**src/rtl/mem_access_unit.sv**
```systemverilog
// mem_access_unit: big-endian data-memory access with sub-word loads and read-modify-write sub-word stores
module mem_access_unit #(
   parameter int ADDR_W = 32,
   parameter int DATA_W = 32
) (
   input  logic              clk,
   input  logic              rst,
   input  logic              datamem_read_enable,
   input  logic              datamem_write_enable,
   input  logic [1:0]        word_size,
   input  logic [1:0]        word_size2,
   input  logic              load_signed,
   input  logic [ADDR_W-1:0] addr,
   input  logic [DATA_W-1:0] store_data,
   output logic              stall,
   output logic [DATA_W-1:0] load_data,
   output logic              load_valid,
   output logic              access_err,
   output logic [ADDR_W-3:0] mem_addr,
   output logic              mem_rd,
   output logic              mem_wr,
   output logic [DATA_W-1:0] mem_wdata,
   input  logic [DATA_W-1:0] mem_rdata
);
   typedef enum logic [1:0] {IDLE, RD_WAIT, RMW_WAIT, RMW_WRITE} state_t;
   state_t state, state_nxt;
   logic [DATA_W-1:0] merge_q, merged, load_ext, smask;
   logic [4:0] lsh, ssh;
   logic [7:0] lb;
   logic [15:0] lh;
   logic ld_mis, st_mis;

   assign mem_addr = addr[ADDR_W-1:2];
   assign ld_mis = ((word_size2 == 2'b01) & addr[0]) | (word_size2[1] & (|addr[1:0]));
   assign st_mis = ((word_size == 2'b01) & addr[0]) | (word_size[1] & (|addr[1:0]));
   assign lsh = word_size2 == 2'b00 ? {~addr[1:0], 3'b000} : {~addr[1], 4'b0000};
   assign ssh = word_size == 2'b00 ? {~addr[1:0], 3'b000} : {~addr[1], 4'b0000};
   assign lb = 8'(mem_rdata >> lsh);
   assign lh = 16'(mem_rdata >> lsh);
   assign load_ext = word_size2 == 2'b00 ? {{24{load_signed & lb[7]}}, lb}
                   : word_size2 == 2'b01 ? {{16{load_signed & lh[15]}}, lh} : mem_rdata;
   assign smask = (word_size == 2'b00 ? 32'h0000_00FF : 32'h0000_FFFF) << ssh;
   assign merged = (mem_rdata & ~smask) | ((store_data << ssh) & smask);

   // state register and merge register; the merged word is captured while the RAM read returns
   always_ff @(posedge clk) begin
      if (rst) begin
         state   <= IDLE;
         merge_q <= '0;
      end else begin
         state <= state_nxt;
         if (state == RMW_WAIT) merge_q <= merged;
      end
   end

   // next state and outputs; everything is held at zero while reset is asserted
   always_comb begin
      state_nxt  = state;
      stall      = 1'b0;
      load_valid = 1'b0;
      load_data  = '0;
      access_err = 1'b0;
      mem_rd     = 1'b0;
      mem_wr     = 1'b0;
      mem_wdata  = '0;
      if (!rst) begin
         case (state)
            IDLE: begin
               if (datamem_read_enable && datamem_write_enable) access_err = 1'b1;
               else if (datamem_read_enable) begin
                  if (ld_mis) access_err = 1'b1;
                  else begin
                     mem_rd    = 1'b1;
                     stall     = 1'b1;
                     state_nxt = RD_WAIT;
                  end
               end else if (datamem_write_enable) begin
                  if (st_mis) access_err = 1'b1;
                  else if (word_size[1]) begin
                     mem_wr    = 1'b1;
                     mem_wdata = store_data;
                  end else begin
                     mem_rd    = 1'b1;
                     stall     = 1'b1;
                     state_nxt = RMW_WAIT;
                  end
               end
            end
            RD_WAIT: begin
               load_valid = 1'b1;
               load_data  = load_ext;
               state_nxt  = IDLE;
            end
            RMW_WAIT: begin
               stall     = 1'b1;
               state_nxt = RMW_WRITE;
            end
            RMW_WRITE: begin
               mem_wr    = 1'b1;
               mem_wdata = merge_q;
               state_nxt = IDLE;
            end
            default: state_nxt = IDLE;
         endcase
      end
   end
endmodule

```
**config.mk**
```make
export PLATFORM = sky130hd
export DESIGN_NAME = mem_access_unit
export DESIGN_NICKNAME = d
export VERILOG_FILES = /design/src/rtl/mem_access_unit.sv
export SDC_FILE = /design/constraint.sdc
export NUM_CORES = 1
export LEC_CHECK = 0
export CAP_MARGIN = 30
export CORE_MARGIN = 1
export CORE_UTILIZATION = 30
export CTS_BUF_LIST = sky130_fd_sc_hd__clkbuf_16
export DETAILED_ROUTE_END_ITERATION = 10
export PLACE_DENSITY = 0.68
export SLEW_MARGIN = 20
export SYNTH_ARGS = -nofsm -noshare
export SYNTH_HDL_FRONTEND = slang
export SYNTH_SLANG_ARGS = --single-unit
```
**constraint.sdc**
```tcl
create_clock -name clk -period 1.85 [get_ports clk]
set_input_delay 0.185 -clock clk [delete_from_list [all_inputs] [get_ports clk]]
set_output_delay 0.185 -clock clk [all_outputs]
set_load 0.05 [all_outputs]
```
=== Word-level counts from Yosys, hierarchy flattened ===
Cells that the tools add are included.
W data, S select, Z words.

* Bits of input ports: 105
* Word-level logic and storage cells: 83
* ROM bits: 0
* Output and inout port bits: 99
* RAM bits: 0
* Latch bits: 0
* Bits in registers: 34
* Memories kept: 0

* Multiplexer cells: 47
* Shifts and indexed selects: 3
* Div/mod/pow operators: 0
* $lt $le $gt $ge: 0
* Reduce and logical (&&, ||, !) cells: 7
* Bitwise operators: 14
* Equality and inequality tests: 10
* $add $sub $neg: 0
* Multiply operators: 0

{| class="wikitable"
|+ Operators by type and width
! cell !! count
|-
| $mux W32 || 10
|-
| $and A32 B32 Y32 || 2
|-
| $pmux W32 S2 || 1
|-
| $not A32 Y32 || 1
|-
| $or A32 B32 Y32 || 1
|-
| $shl A16 B5 Y32 || 1
|-
| $shl A32 B5 Y32 || 1
|-
| $shr A32 B5 Y16 || 1
|-
| $mux W1 || 24
|-
| $mux W16 || 1
|-
| $mux W2 || 6
|-
| $ne A3 B3 Y1 const B || 4
|-
| $mux W5 || 2
|-
| $and A1 B1 Y1 || 6
|-
| $eq A2 B1 Y1 const B || 3
|-
| $logic_not A2 Y1 || 3
|-
| $pmux W2 S3 || 1
|-
| $reduce_and A5 Y1 || 1
|-
| $eq A2 B2 Y1 const B || 2
|-
| $pmux W1 S2 || 2
|-
| $reduce_or A2 Y1 || 2
|-
| $ne A2 B2 Y1 const B || 1
|-
| $not A2 Y2 || 1
|-
| $or A1 B1 Y1 || 2
|-
| 2 further kinds || 2
|}

=== Longest topological paths before layout ===
* Word-level depth: 9
* Gate-level depth with buffers: 7
* Depth with buffers taken out: 6

=== Worst setup path after synthesis ===
Ideal clock, no wire load.

* Path kind: reg-to-output
* Start point: register state[1]
* End point: output load_data[12]
* Stages on the path, launching flop included: 8
* Buffers on the path: 1
* Slack: -0.975 ns
* Required time: 1.665 ns
* Arrival: 2.640 ns
* Cells stage by stage: dfxtp_1 -> inv_1 -> ha_1 -> nand2b_1 -> inv_1 -> a31oi_4 -> buf_6 -> a221oi_1

* Cells in the longest elaborated chain, start to end: 3

{| class="wikitable"
|+ RTL lines
! element !! RTL line !! RTL
|-
| start, declared || 26 || <nowiki>state_t state, state_nxt;</nowiki>
|-
| start signal, assigned || 51 || <nowiki>state <= state_nxt;</nowiki>
|-
| $eq A2 B1 Y1 || 67 || <nowiki>case (state)</nowiki>
|-
| $mux W32 || 67 ||
|-
| $mux W32 || 66 || <nowiki>if (!rst) begin</nowiki>
|-
| end, declared || 16 || <nowiki>output logic [DATA_W-1:0] load_data,</nowiki>
|}

Every way passes these cells.

=== Final worst setup path ===
* Start point: register state[1]
* End point: output load_data[15]

Same word-level chain as after synthesis.

==> results.sh <==
export IMPL_avgSynthCellArea_um2=7.51
export IMPL_worst_slack_ps=-236
export IMPL_synth_cell_type_count=42
export IMPL_die_area_um2=11200
export IMPL_p_leak_nw=2.38
export IMPL_synth_cells=429
export IMPL_clk_latency_ps=270
export IMPL_area_growth_pct=106
export IMPL_initial_utilization=0.311
export IMPL_track_usage=0.250
export IMPL_power_switching_mw=2.18
export IMPL_drc=0
export IMPL_grt_overflow_total=0
export IMPL_clk_pin_slew_ps=50
export IMPL_syn_cell_area_um2=3220
export IMPL_slew_viol_final=0
export IMPL_yosysWarnings=0
export IMPL_cts_tree="built"
export IMPL_fin_skew_ps=2.38
export IMPL_fmax_mhz=479
export IMPL_syn_nets=538
export IMPL_drt_iter0_drc=237
export IMPL_post_route_min_period_ps=2090
export IMPL_final_nets=695
export IMPL_placed_area_um2=5680
export IMPL_clock_sinks=34
export IMPL_vias_per_cell=5.63
export IMPL_fin_setup_tns_ps=-8080
export IMPL_start_kind="flop"
export IMPL_period_share=1.13
export IMPL_path_max_fanout=6
export IMPL_coreArea_um2=10400
export IMPL_postRouteAntennaNets=0
export IMPL_rows=37
export IMPL_fillers=847
export IMPL_hold_viol_final=0
export IMPL_post_drt_wl_per_cell_um=21.5
export IMPL_dpl_worst_slack_ps=-353
export IMPL_worstHoldPathType="input port to output pin"
export IMPL_io_buffer_count=143
export IMPL_vdd_drop_max_mv=0.515
export IMPL_worstPathArrival_ps=1900
export IMPL_violations="negative setup slack"
export IMPL_p_int_mw=2.81
export IMPL_htreeDepth=2
export IMPL_grt_pass1_wl_um=21700
export IMPL_worst_setup_path_type="flop to output pin"
export IMPL_layout_drive_gt1_share=0.482
export IMPL_grt_antenna_before_repair=0
export IMPL_power_density_nw_per_um2=752
export IMPL_wirelength_um=15600
export IMPL_insertedDiodeCount=0
export IMPL_finalSetupViolations=57
export IMPL_critPathRequiredTime_ps=1660
export IMPL_ys_ff_latch=34
export IMPL_rsz0062_at_grt="true"
export IMPL_end_kind="output pin"
export IMPL_design_area_um2=6640
export IMPL_cts_inserted_buffers=5
export IMPL_grt_max_degree=45
export IMPL_power_frac_comb=0.626
export IMPL_relSlewSlack=0.703
export IMPL_cts_root_buf="clkbuf_16"
export IMPL_tightest_slew_ps=440
export IMPL_die_h_um=106
export IMPL_total_power_mw=4.99
export IMPL_io_pin_count=204
export IMPL_seq_area_frac_synth=0.211
export IMPL_gp_congestion=0.840
export IMPL_status="complete, but fails checks"
export IMPL_p_sw_frac=0.437
export IMPL_pwr_share_seq=0.219
export IMPL_clockPowerShare=0.156
export IMPL_cap_viol_max_count=0
export IMPL_die_x_um=106
export IMPL_grt_pass1_vias=3915
export IMPL_firstDrtPassIters=4
export IMPL_route_vias_total=4071
export IMPL_dp_hpwl_um=10700
export IMPL_clock_path_buffers=2
[cells by family (layout without fill, tap and decap cells)]
logic type / after synthesis / count (layout) / share of synthesized area
multiplexers: 26 / 26 / 0.0963
AND/OR/NAND/NOR: 125 / 125 / 0.188
buffers and inverters: 85 / 243 / 0.147
AO/OA/AOI/OAI: 155 / 155 / 0.342
flip-flops: 34 / 34 / 0.211
adder cells (fa/ha/maj): 4 / 4 / 0.0155
[state kept, by name, indices dropped and copies added, names as in the netlist]
register	flops
merge_q	32
state	2
[synthesized netlist by cell type]
cell type   n  area share
a22oi_1    33       0.077
buf_1       3      0.0035
o22ai_1    27       0.052
mux2i_1    22       0.068
buf_2      10       0.016
dfxtp_1    34        0.21
nor4_4      1      0.0066
nor2_1     62       0.072
a31oi_4     1      0.0066
or2_0       1      0.0019
mux4_2      4       0.028
nor3_4      1      0.0050
a21o_1      1      0.0023
a211oi_1   18       0.042
clkbuf_1   23       0.027
nand2b_1   21       0.041
a221oi_1    9       0.024
o211a_1     1      0.0031
a32o_1      1      0.0031
a2111oi_1   1      0.0031
or2_2       1      0.0019
a21oi_2     2      0.0054
o211ai_1    1      0.0023
nor3_1      2      0.0031
buf_6       3       0.010
a22o_1      1      0.0027
o21a_1      4      0.0093
ha_1        4       0.016
clkinv_1    1      0.0012
a21oi_1    23       0.036
o21ai_0    15       0.023
inv_1      13       0.015
o2bb2ai_1  12       0.033
o221ai_1    3      0.0082
nand3_1     1      0.0016
nor2_4      1      0.0035
nand2_1    24       0.028
o21ai_4     1      0.0050
buf_4      32       0.075
or4_1       9       0.021
nor3b_1     1      0.0023
o21ba_2     1      0.0031
[critical path: stages (launching register included)]
cell	delay, ps
dfxtp_2	330
inv_4	70
ha_4	140
nand2b_4	80
clkinvlp_4	90
a31oi_4	120
buf_12	170
buf_16	150
a221oi_4	280
buf_12	180
[through the flow]
stage / std cells / hold WS, ps / util
2_1_floorplan: 429 / 366 / -
3_3_place_gp: 698 / 370 / 0.548
3_5_place_dp: 698 / 370 / 0.548
4_1_cts: 715 / 370 / 0.592
5_1_grt: 723 / 370 / 0.640
6_report: 723 / 370 / 0.640
[final timing paths]
path | startpoint | endpoint | slack (ps) | cells past startpoint
worst min-delay path | addr[2] | mem_addr[0] | 370 | 0
worst max register to register | state[1]$_SDFFE_PP0P_ | merge_q[13]$_SDFFE_PP0P_ | 350 | 7
worst min register to register | merge_q[5]$_SDFFE_PP0P_ | merge_q[5]$_SDFFE_PP0P_ | 490 | 2
worst max-delay path | state[1]$_SDFFE_PP0P_ | load_data[15] | -240 | 9
[what timing repair did]
action,4_1_cts,5_1_grt
gates resized for setup,57,100
cloned,3,7
buffers inserted,6,3
setup endpoints to repair,72,68
pin swaps,4,46
hold buffers,0,0
[power groups by stage]
stage / Sequential, mW / Clock [mW] / Combinational, mW
3_3_place_gp: 1.05 / 0 / 2.46
5_1_grt: 1.11 / 0.823 / 3.28
4_1_cts: 1.05 / 0.778 / 2.79
3_5_place_dp: 1.06 / 0 / 2.51
2_1_floorplan: 1.02 / 0 / 1.75
6_report: 1.09 / 0.778 / 3.13
[cell type report]
class                   instances  area (µm²)  share of cell area
inverters                      14        61.3             0.00923
clock inverters                 3        12.5             0.00188
flip-flops and latches         34         686               0.103
clock buffers                   5         125              0.0188
well taps                     136         170              0.0256
multi-input cells             310        2780               0.419
repair buffers                221        2800               0.422
[placed cells by master, fill, tap and decap left out, types with 3 or more instances in the layout]
cell / instances
buf_6: 33
inv_1: 11
ha_4: 3
a21oi_2: 8
a211oi_1: 17
nor2_1: 28
dlygate4sd2_1: 6
nor2_2: 30
a221oi_4: 9
mux4_2: 4
nand2b_1: 19
buf_4: 54
o21ai_0: 14
o2bb2ai_1: 12
clkdlybuf4s50_1: 64
mux2i_1: 22
a21oi_4: 16
nor2_4: 5
clkbuf_16: 23
nand2_1: 21
o221ai_2: 3
or4_1: 9
buf_12: 41
a22oi_2: 30
a22oi_1: 3
dfxtp_1: 32
o22ai_1: 27
o21a_1: 4
[layer usage]
| layer | up-vias | wire [µm] | track usage |
|---|---|---|---|
| li1 | 1878 | - | - |
| met1 | 1914 | 6070 | 0.302 |
| met2 | 231 | 7520 | 0.418 |
| met3 | 48 | 1390 | 0.0705 |
| met4 | 0 | 575 | 0.102 |
| met5 | - | 0 | 0 |
Power figures use the tool's default switching activity.
